**config.mk**
```make
export PLATFORM = sky130hd
export DESIGN_NAME = mem_port_arbiter
export DESIGN_NICKNAME = d
export VERILOG_FILES = /design/src/rtl/mem_arb_pkg.sv /design/src/rtl/mem_timeout_ctr.sv /design/src/rtl/mem_port_arbiter.sv
export SDC_FILE = /design/constraint.sdc
export NUM_CORES = 1
export LEC_CHECK = 0
export CAP_MARGIN = 20
export CORE_AREA = 2 2 207 209
export DETAILED_ROUTE_END_ITERATION = 7
export DIE_AREA = 0 0 209 211
export GPL_ROUTABILITY_DRIVEN = 1
export PLACE_DENSITY = 0.68
export SLEW_MARGIN = 10
export SYNTH_ARGS = -nofsm -noshare
export SYNTH_HDL_FRONTEND = slang
export SYNTH_SLANG_ARGS = --single-unit
export TNS_END_PERCENT = 1
```
**constraint.sdc**
```tcl
create_clock -name clk -period 1.7 [get_ports clk]
set_input_delay 0.425 -clock clk [delete_from_list [all_inputs] [get_ports clk]]
set_output_delay 0.425 -clock clk [all_outputs]
set_load 0.005 [all_outputs]
```
**src/rtl/mem_arb_pkg.sv**
```systemverilog
// ---------------------------------------------------------------------------
// mem_arb_pkg
// Shared types and default constants for the fetch/data memory port arbiter.
//   arb_state_t : arbiter FSM states
//   port_id_t   : which pipeline port owns the current memory transaction
//   D_WORD      : machine word width used for address and data buses
// ---------------------------------------------------------------------------
package mem_arb_pkg;

  localparam int D_WORD           = 64;
  localparam int MAX_STARVE_DEF   = 4;
  localparam int ACK_TIMEOUT_DEF  = 15;

  typedef enum logic [1:0] {
    IDLE      = 2'd0,
    DATA_BUSY = 2'd1,
    INST_BUSY = 2'd2
  } arb_state_t;

  typedef enum logic {
    PORT_I = 1'b0,
    PORT_D = 1'b1
  } port_id_t;

endpackage

```
**src/rtl/mem_timeout_ctr.sv**
```systemverilog
// ---------------------------------------------------------------------------
// mem_timeout_ctr
// Counts cycles spent waiting for a memory acknowledge.
//   clk, rst_n : clock, synchronous active-low reset
//   clr        : restart the count (new transaction granted)
//   en         : a busy cycle passed without an acknowledge
//   expire     : this enabled cycle brings the count up to LIMIT; the owner
//                must abandon the transaction at this edge
// ---------------------------------------------------------------------------
module mem_timeout_ctr #(
  parameter int LIMIT = 15
) (
  input  logic clk,
  input  logic rst_n,
  input  logic clr,
  input  logic en,
  output logic expire
);

  localparam int CW = $clog2(LIMIT + 1);

  logic [CW-1:0] cnt;

  // Expiry is flagged on the edge that would make the count equal LIMIT,
  // so the requester sees exactly LIMIT busy cycles before the abort.
  assign expire = en && (cnt == CW'(LIMIT - 1));

  // NOTE: sequential state is written only with non-blocking assignments so
  // every flop samples the pre-edge value of every other flop.
  always_ff @(posedge clk) begin
    if (!rst_n) begin
      cnt <= '0;
    end else if (clr) begin
      cnt <= '0;
    end else if (en && (cnt != CW'(LIMIT))) begin
      cnt <= cnt + 1'b1;
    end
  end

endmodule

```
**src/rtl/mem_port_arbiter.sv**
```systemverilog
// ---------------------------------------------------------------------------
// mem_port_arbiter
// Shares one single-port, variable-latency memory between instruction fetch
// and the data memory stage. Data requests win unless fetch has already been
// passed over MAX_STARVE times in a row. Transactions that never see mem_ack
// are aborted after ACK_TIMEOUT busy cycles and flagged on bus_err.
//
// Ports
//   clk, rst_n                  clock, synchronous active-low reset
//   if_req/if_addr              fetch read request (held until if_ready)
//   if_rdata/if_ready           fetch read data + one-cycle completion pulse
//   dm_read/dm_write/dm_addr/   data request (held until dm_ready)
//   dm_wdata
//   dm_rdata/dm_ready           data read value + one-cycle completion pulse
//   mem_req/mem_we/mem_addr/    memory request, held until mem_ack
//   mem_wdata
//   mem_rdata/mem_ack           memory response
//   stall_f/stall_m             pipeline hold while an access is outstanding
//   bus_err                     sticky: timeout or read+write collision
// ---------------------------------------------------------------------------
module mem_port_arbiter
  import mem_arb_pkg::*;
#(
  parameter int ADDR_W      = D_WORD,
  parameter int DATA_W      = D_WORD,
  parameter int MAX_STARVE  = MAX_STARVE_DEF,
  parameter int ACK_TIMEOUT = ACK_TIMEOUT_DEF
) (
  input  logic              clk,
  input  logic              rst_n,
  // fetch port
  input  logic              if_req,
  input  logic [ADDR_W-1:0] if_addr,
  output logic [DATA_W-1:0] if_rdata,
  output logic              if_ready,
  // data port
  input  logic              dm_read,
  input  logic              dm_write,
  input  logic [ADDR_W-1:0] dm_addr,
  input  logic [DATA_W-1:0] dm_wdata,
  output logic [DATA_W-1:0] dm_rdata,
  output logic              dm_ready,
  // memory side
  output logic              mem_req,
  output logic              mem_we,
  output logic [ADDR_W-1:0] mem_addr,
  output logic [DATA_W-1:0] mem_wdata,
  input  logic [DATA_W-1:0] mem_rdata,
  input  logic              mem_ack,
  // pipeline control
  output logic              stall_f,
  output logic              stall_m,
  output logic              bus_err
);

  localparam int SW = $clog2(MAX_STARVE + 1);

  arb_state_t    state, next_state;
  port_id_t      busy_port;
  logic [SW-1:0] starve_cnt;
  logic          dm_pend;
  logic          grant_d, grant_i;
  logic          done, abort;
  logic          expire;

  assign dm_pend   = dm_read | dm_write;
  assign busy_port = (state == INST_BUSY) ? PORT_I : PORT_D;

  // Ready pulses come from flops, so the stalls release in the same cycle
  // the pulse is visible to the pipeline.
  assign stall_f = if_req  & ~if_ready;
  assign stall_m = dm_pend & ~dm_ready;

  mem_timeout_ctr #(
    .LIMIT (ACK_TIMEOUT)
  ) u_timeout (
    .clk    (clk),
    .rst_n  (rst_n),
    .clr    (grant_d | grant_i),
    .en     ((state != IDLE) && !mem_ack),
    .expire (expire)
  );

  // NOTE: every signal driven here gets a default first, so no path through
  // the case statement leaves a value held and no latch is inferred.
  always_comb begin
    next_state = state;
    grant_d    = 1'b0;
    grant_i    = 1'b0;
    done       = 1'b0;
    abort      = 1'b0;
    unique case (state)
      IDLE: begin
        if (dm_pend && ((starve_cnt < SW'(MAX_STARVE)) || !if_req)) begin
          grant_d    = 1'b1;
          next_state = DATA_BUSY;
        end else if (if_req) begin
          grant_i    = 1'b1;
          next_state = INST_BUSY;
        end
      end
      DATA_BUSY, INST_BUSY: begin
        // A real acknowledge always beats a timeout landing on the same edge.
        if (mem_ack) begin
          done       = 1'b1;
          next_state = IDLE;
        end else if (expire) begin
          abort      = 1'b1;
          next_state = IDLE;
        end
      end
      default: next_state = IDLE;
    endcase
  end

  always_ff @(posedge clk) begin
    if (!rst_n) begin
      state      <= IDLE;
      starve_cnt <= '0;
      mem_req    <= 1'b0;
      mem_we     <= 1'b0;
      mem_addr   <= '0;
      mem_wdata  <= '0;
      if_rdata   <= '0;
      if_ready   <= 1'b0;
      dm_rdata   <= '0;
      dm_ready   <= 1'b0;
      bus_err    <= 1'b0;
    end else begin
      state    <= next_state;
      if_ready <= 1'b0;
      dm_ready <= 1'b0;

      if (grant_d) begin
        mem_req   <= 1'b1;
        mem_we    <= dm_write;
        mem_addr  <= dm_addr;
        mem_wdata <= dm_wdata;
        // A simultaneous read+write goes out as a write but is flagged.
        if (dm_read && dm_write) bus_err <= 1'b1;
        if (if_req && (starve_cnt < SW'(MAX_STARVE))) starve_cnt <= starve_cnt + 1'b1;
      end

      if (grant_i) begin
        mem_req    <= 1'b1;
        mem_we     <= 1'b0;
        mem_addr   <= if_addr;
        mem_wdata  <= '0;
        starve_cnt <= '0;
      end

      if (done || abort) begin
        mem_req <= 1'b0;
        mem_we  <= 1'b0;
        if (abort) bus_err <= 1'b1;
        if (busy_port == PORT_I) begin
          if_ready <= 1'b1;
          if_rdata <= abort ? '0 : mem_rdata;
        end else begin
          dm_ready <= 1'b1;
          // mem_we still holds the granted direction on this edge; writes
          // leave the last read value in place.
          if (abort)        dm_rdata <= '0;
          else if (!mem_we) dm_rdata <= mem_rdata;
        end
      end
    end
  end

endmodule

```
==> results.py, run 1 <==
metrics = {
    "floorplan": {
        "rows": 75,
        "io_pins": 525,
        "die_h_um": 211,
        "die_w_um": 209,
        "coreArea_um2": 41800,
        "die_area_um2": 44100,
        "initial_core_util": 0.257,
    },
    "clock_tree": {
        "cts_hold_buf": 0,
        "cts-root-buf": "clkbuf_16",
        "clk_pin_slew_ns": 0.07,
        "numCtsBuffers": 31,
        "htree_num_levels": 1,
        "postCtsSetupBuffers": 0,
        "cts_max_path_buffers": 3,
        "tritoncts": "done",
        "cts_sinks": 270,
        "worst_skew_pair.late_latency_ns": 0.58,
    },
    "synth": {
        "synth.net_count": 1387,
        "synthTopCellsByArea": "dfxtp_1 (50%), a22o_1 (5.3%), o2bb2ai_1 (5.3%)",
        "synth_flop_cell": "dfxtp_1",
        "syn-cell-area_um2": 10700,
        "async_flop_share": 0,
        "synth_top_area_frac": 0.505,
        "synth_seq_area_share": 0.505,
        "synth_top_cell_by_area": "dfxtp_1",
        "synth_enable_flop_cells": 0,
        "synth_cells": 1120,
        "synth-seq-cells": 270,
        "syn_avg_cell_area_um2": 9.56,
        "yosysUniqueCellTypes": 44,
        "ys_warn_count": 0,
    },
    "placement": {
        "place_area_um2": 16900,
        "gp_congestion": 0.816,
        "dp_hpwl_um": 30900,
        "numPortBuffers": 524,
    },
    "pwr": {
        "internal-power_mw": 13.2,
        "p_comb_frac": 0.222,
        "ir_drop_uv": 872,
        "p_sw_frac": 0.282,
        "seqPwrFrac": 0.397,
        "p_per_area_nw_per_um2": 1030,
        "power.leakage_nw": 7.25,
        "power_switching_mw": 5.19,
        "clock_power_share": 0.380,
    },
    "sta": {
        "worstMarginPinSlew_ns": 0.717,
        "max_freq_mhz": 574,
        "fin_crit_ns": 1.74,
        "setup_tns_ns": -1.19,
        "max_slew_margin": 0.522,
        "finalMaxSlewViolations": 0,
        "rsz0062_at_grt": "true",
        "setup_ws_ns": -0.0411,
        "hold_viol_final": 0,
        "fin_hold_ws_ns": 0.283,
        "setup_viol": 56,
        "skew_ns": 0.0173,
        "fin_crit_sh": 1.02,
    },
    "drt": {
        "post-route-drc-count": 0,
        "via_per_inst": 5.20,
        "drtAntennaViolNets": 0,
        "drtPass1Iterations": 5,
        "routed_wl_um": 43000,
        "wl_per_cell_um": 19.7,
        "vias": 11300,
        "drt-initial-drc-count": 908,
    },
    "run_status": {
        "outcome": "finished, violations left",
        "violations": "setup timing",
    },
    "cells_and_area": {
        "layout.nets": 1880,
        "drive_above_1_share": 0.112,
        "layout_common_cells": "clkdlybuf4s50_1 (257), dlygate4sd2_1 (253), dfxtp_1 (240), a21oi_1 (71), nand2_1 (68)",
        "layout_commonest_cell": "clkdlybuf4s50_1",
        "fill_cells": 4107,
        "design_area_um2": 17800,
        "areaGrowthSynthToFinish_pct": 66.0,
    },
    "critical_path": {
        "worst-setup-path-type": "register to register",
        "cp_slowest_cell": "dfxtp_4",
        "cp.arrival_ns": 2.21,
        "worstPathCellList": "inv_4 -> ha_4 -> nor4bb_4 -> a311oi_4 -> buf_12 -> buf_4 -> a22o_1",
        "endpoint": "dm_rdata[63]",
        "critical-path-top-delay-family": "flip-flops",
        "critPathMaxStageDelay_ns": 0.38,
        "path_depth": 7,
        "critical_path.startpoint": "state[1]",
        "r2r-end": "dm_rdata[63]",
        "r2r_cells": 7,
        "end_kind": "register",
        "worst-path-buf-inv": 3,
        "cp_max_fo": 5,
        "ff2ff_setup_slack_ns": -0.04,
        "worstSetupStartpointType": "register",
        "required_ns": 2.17,
        "rr_startpoint": "state[1]",
    },
    "grt": {
        "gr-total-overflow": 0,
        "grt_usage": 0.183,
        "grt_max_degree": 82,
        "grt_pass1_vias": 11200,
        "antenna_found_initial": 1,
        "grt_pass1_wl_um": 65100,
    },
    "min_path": {
        "holdCritPathClass": "input port to register",
    },
    "run": {
        "max_cap_violations": 0,
    },
}
-- per-stage QoR --
step / power, mW / cells / util / setup WS, ns
after global routing: 19.2 / 2178 / 0.426 / -0.0953
after global placement: 11.8 / 2119 / 0.405 / -0.521
after detailed placement: 11.9 / 2119 / 0.405 / -0.492
final: 18.4 / 2178 / 0.426 / -0.0411
after floorplan: 9.09 / 1120 / - / -0.111
after CTS: 18.6 / 2177 / 0.425 / -0.0582
-- power groups by stage --
stage | combinational, mW | clock [mW] | sequential [mW]
2_1_floorplan | 1.65 | 0 | 7.44
3_3_place_gp | 4.40 | 0 | 7.41
3_5_place_dp | 4.46 | 0 | 7.43
4_1_cts | 4.10 | 7.18 | 7.30
5_1_grt | 4.39 | 7.42 | 7.38
6_report | 4.09 | 6.99 | 7.30
-- how the worst min path moves through the flow --
stage                      start           end  slack [ns]  depth (start not counted)
detailed placement  mem_addr[62]  mem_addr[62]        0.45                          1
global placement    mem_addr[50]  mem_addr[50]        0.44                          1
floorplan            mem_addr[0]   mem_addr[0]        0.46                          1
global route             mem_ack       bus_err        0.28                          4
finish                   mem_ack       bus_err        0.28                          4
CTS                      mem_ack       bus_err        0.25                          4
-- layer usage --
| layer | share of wire | wire [um] | up-vias | track usage |
|---|---|---|---|---|
| li1 | - | - | 5306 | - |
| met1 | 0.41 | 17700 | 5472 | 0.228 |
| met2 | 0.49 | 20900 | 475 | 0.310 |
| met3 | 0.067 | 2880 | 74 | 0.0385 |
| met4 | 0.034 | 1460 | 0 | 0.0744 |
| met5 | 0 | 0 | - | 0 |
-- Yosys cell counts, types with 3 or more instances --
master,n
nand2_1,70
clkbuf_1,85
a22o_1,65
or3_1,3
o21ai_0,47
inv_1,6
buf_1,6
and2_1,3
a31oi_1,65
o21ai_1,23
nand3_1,67
nor2_1,4
a21oi_1,71
buf_2,35
nand4_1,65
o2bb2ai_1,65
ha_1,5
dfxtp_1,270
a32oi_1,64
nand3b_1,64
buf_6,8
-- timing repair --
item	in CTS	in global routing
setup endpoints to repair	407	182
gates cloned	0	0
gates resized for setup	311	15
pin swaps	1	55
-- state kept, by name, summed over array words and instances, names as in the netlist --
register	flops
if_ready	1
if_rdata	64
starve_cnt	3
mem_req	1
state	2
bus_err	1
u_timeout.cnt	4
mem_wdata	64
mem_we	1
dm_rdata	64
mem_addr	64
dm_ready	1
-- tightest hold or removal path, stage by stage --
cell     delay [ns]
buf_4          0.12
nor3b_4        0.05
a21oi_1        0.13
a21oi_1        0.08
-- cells by family (layout without fill, tap and decap cells) --
family	after synthesis	in the layout	synth area share
AOI/OAI and AO/OA	414	414	0.275
and+or+nand+nor	286	286	0.153
DFF	270	270	0.505
buffers and inverters	145	663	0.0613
adders and majority gates	5	5	0.00584
other	0	1	0
-- area by class of cell --
class | instances | area [um2] | area share
clock inverter | 17 | 218 | 0.0122
clock buffer | 41 | 853 | 0.0480
multi-input combinational | 705 | 4760 | 0.268
sequential | 270 | 5450 | 0.306
inverter | 8 | 32.5 | 0.00183
tap | 539 | 674 | 0.0379
antenna | 1 | 2.50 | 0.000141
timing repair buffer | 597 | 5790 | 0.326
No activity file was read; power rests on OpenSTA's default activity.
==> run 2, diff against run 1 <==
- CELL_PAD_IN_SITES_DETAIL_PLACEMENT: default -> 1
- CELL_PAD_IN_SITES_GLOBAL_PLACEMENT: default -> 1
- CORE_AREA: 2 2 207 209 -> 2 2 291 149
- DIE_AREA: 0 0 209 211 -> 0 0 293 151
- PLACE_DENSITY: 0.68 -> default
- PLACE_DENSITY_LB_ADDON: default -> 0.1
==> results.py, run 2 (synthesis gave the netlist of run 1 again) <==
metrics = {
    "run_status": {
        "outcome": "finished, violations left",
        "violations": "setup timing",
    },
    "pwr": {
        "p_total_mw": 18.3,
        "power_switching_mw": 5.18,
        "power.leakage_nw": 7.30,
        "seqPwrFrac": 0.398,
        "p_comb_frac": 0.230,
        "clock_power_share": 0.373,
        "p_per_area_nw_per_um2": 1030,
        "internal-power_mw": 13.2,
        "ir_drop_uv": 642,
        "p_sw_frac": 0.282,
    },
    "grt": {
        "antenna_found_initial": 1,
        "gr-total-overflow": 0,
        "grt_pass1_wl_um": 70700,
        "grt_pass1_vias": 12000,
        "grt_max_degree": 82,
        "grt_usage": 0.202,
    },
    "drt": {
        "met1Wirelength_um": 18700,
        "wl_per_cell_um": 21.7,
        "drtAntennaViolNets": 0,
        "drt-initial-drc-count": 384,
        "vias": 11300,
        "wl_met2_um": 25000,
        "routed_wl_um": 47400,
        "via_per_inst": 5.15,
        "post-route-drc-count": 0,
        "wl_met3_um": 2160,
        "top_layer": "met4",
        "drtPass1Iterations": 4,
    },
    "cells_and_area": {
        "fill_cells": 4659,
        "layout.nets": 1884,
        "seq_area_um2": 5440,
        "layout_common_cells": "dlygate4sd2_1 (260), clkdlybuf4s50_1 (257), dfxtp_1 (245), a21oi_1 (71), nand2_1 (68)",
        "instances_no_fill": 2188,
        "fin_util": 0.428,
        "multiInputGateArea_um2": 4750,
        "layout_commonest_cell": "dlygate4sd2_1",
        "drive_above_1_share": 0.108,
        "areaGrowthSynthToFinish_pct": 66.0,
    },
    "sta": {
        "setup_ws_ns": -0.0515,
        "worstMarginPinSlew_ns": 0.719,
        "hold_viol_final": 0,
        "setup_tns_ns": -0.872,
        "skew_ns": 0.0246,
        "fin_hold_ws_ns": 0.372,
        "rsz0062_at_grt": "true",
        "finalMaxSlewViolations": 0,
        "fin_crit_ns": 1.75,
        "max_slew_margin": 0.520,
        "setup_viol": 38,
        "fin_crit_sh": 1.03,
        "max_freq_mhz": 571,
    },
    "clock_tree": {
        "cts-root-buf": "clkbuf_16",
        "cts_max_path_buffers": 3,
        "tritoncts": "done",
        "clk_pin_slew_ns": 0.07,
        "worst_skew_pair.late_latency_ns": 0.56,
        "cts_sinks": 270,
        "htree_num_levels": 1,
        "numCtsBuffers": 28,
    },
    "floorplan": {
        "initial_core_util": 0.258,
        "die_h_um": 151,
        "die_area_um2": 44200,
        "rows": 53,
        "io_pins": 525,
        "die_w_um": 293,
        "coreArea_um2": 41600,
    },
    "placement": {
        "dp.cells": 2130,
        "gp_congestion": 0.835,
        "dp_hpwl_um": 34100,
        "numPortBuffers": 524,
    },
    "critical_path": {
        "critical_path.startpoint": "state[1]",
        "cp.arrival_ns": 2.20,
        "cp_max_fo": 6,
        "rr_startpoint": "state[1]",
        "worst-setup-path-type": "register to register",
        "end_kind": "register",
        "worstSetupStartpointType": "register",
        "required_ns": 2.15,
    },
    "min_path": {
        "hp-start": "mem_ack",
        "holdCritPathClass": "input port to register",
    },
    "run": {
        "max_cap_violations": 0,
    },
}
-- run 2: changes by cell type in the layout (fill, tap and decap cells not counted), moves of 5 or more --
cell,change
dfxtp_2,-5
clkdlybuf4s15_2,-5
dlygate4sd2_1,+7
buf_6,+5
dfxtp_1,+5
clkbuf_8,+5
-- run 2: layout make-up --
| cell class | count | area share |
|---|---|---|
| diodes | 1 | 0.000141 |
| clock buffers | 41 | 0.0484 |
| clock inverters | 9 | 0.00837 |
| inverters | 8 | 0.00169 |
| multi-input cells | 705 | 0.267 |
| flip-flops and latches | 270 | 0.306 |
| well taps | 550 | 0.0387 |
| repair buffers | 604 | 0.330 |
-- run 2: worst paths after layout --
check,to,slack [ns],cells after the start
worst max-delay path,dm_rdata[45],-0.05,7
worst min-delay path,state[0],0.37,4
worst max register to register,dm_rdata[45],-0.05,7
worst min register to register,mem_addr[39],0.45,1
-- run 2: power by group through the flow --
| stage | registers (mW) | logic [mW] | clock network [mW] |
|---|---|---|---|
| 2_1_floorplan | 7.44 | 1.65 | 0 |
| 3_3_place_gp | 7.41 | 4.45 | 0 |
| 3_5_place_dp | 7.43 | 4.54 | 0 |
| 4_1_cts | 7.29 | 4.17 | 7.01 |
| 5_1_grt | 7.37 | 4.56 | 7.25 |
| 6_report | 7.29 | 4.22 | 6.83 |
-- run 2: routing by layer --
layer,global-route usage,up-vias
met3,0.0440,85
met4,0.0621,0
met2,0.384,252
li1,-,5295
met1,0.227,5645
met5,0,-
-- run 2: worst max-delay path, cell delays in order (launching register included) --
cell and delay, ns:
dfxtp_2 0.34, inv_2 0.05, ha_4 0.28, nor3b_4 0.24
a311oi_4 0.15, buf_6 0.19, clkbuf_16 0.17, a22o_1 0.21
-- run 2: what timing repair did --
| action | CTS | global route |
|---|---|---|
| resized for setup | 298 | 15 |
| cloned | 0 | 4 |
| endpoints found under the setup margin | 337 | 137 |
| setup buffers | 0 | 3 |
| pin swaps | 0 | 41 |
| hold buffers | 0 | 0 |
-- run 2: stage by stage --
| stage | setup WS [ns] | instance area, um2 |
|---|---|---|
| 2_1_floorplan | -0.111 | 10700 |
| 3_3_place_gp | -0.389 | 16900 |
| 3_5_place_dp | -0.466 | 16900 |
| 4_1_cts | -0.0846 | 17600 |
| 5_1_grt | -0.0945 | 17800 |
| 6_report | -0.0515 | 17800 |
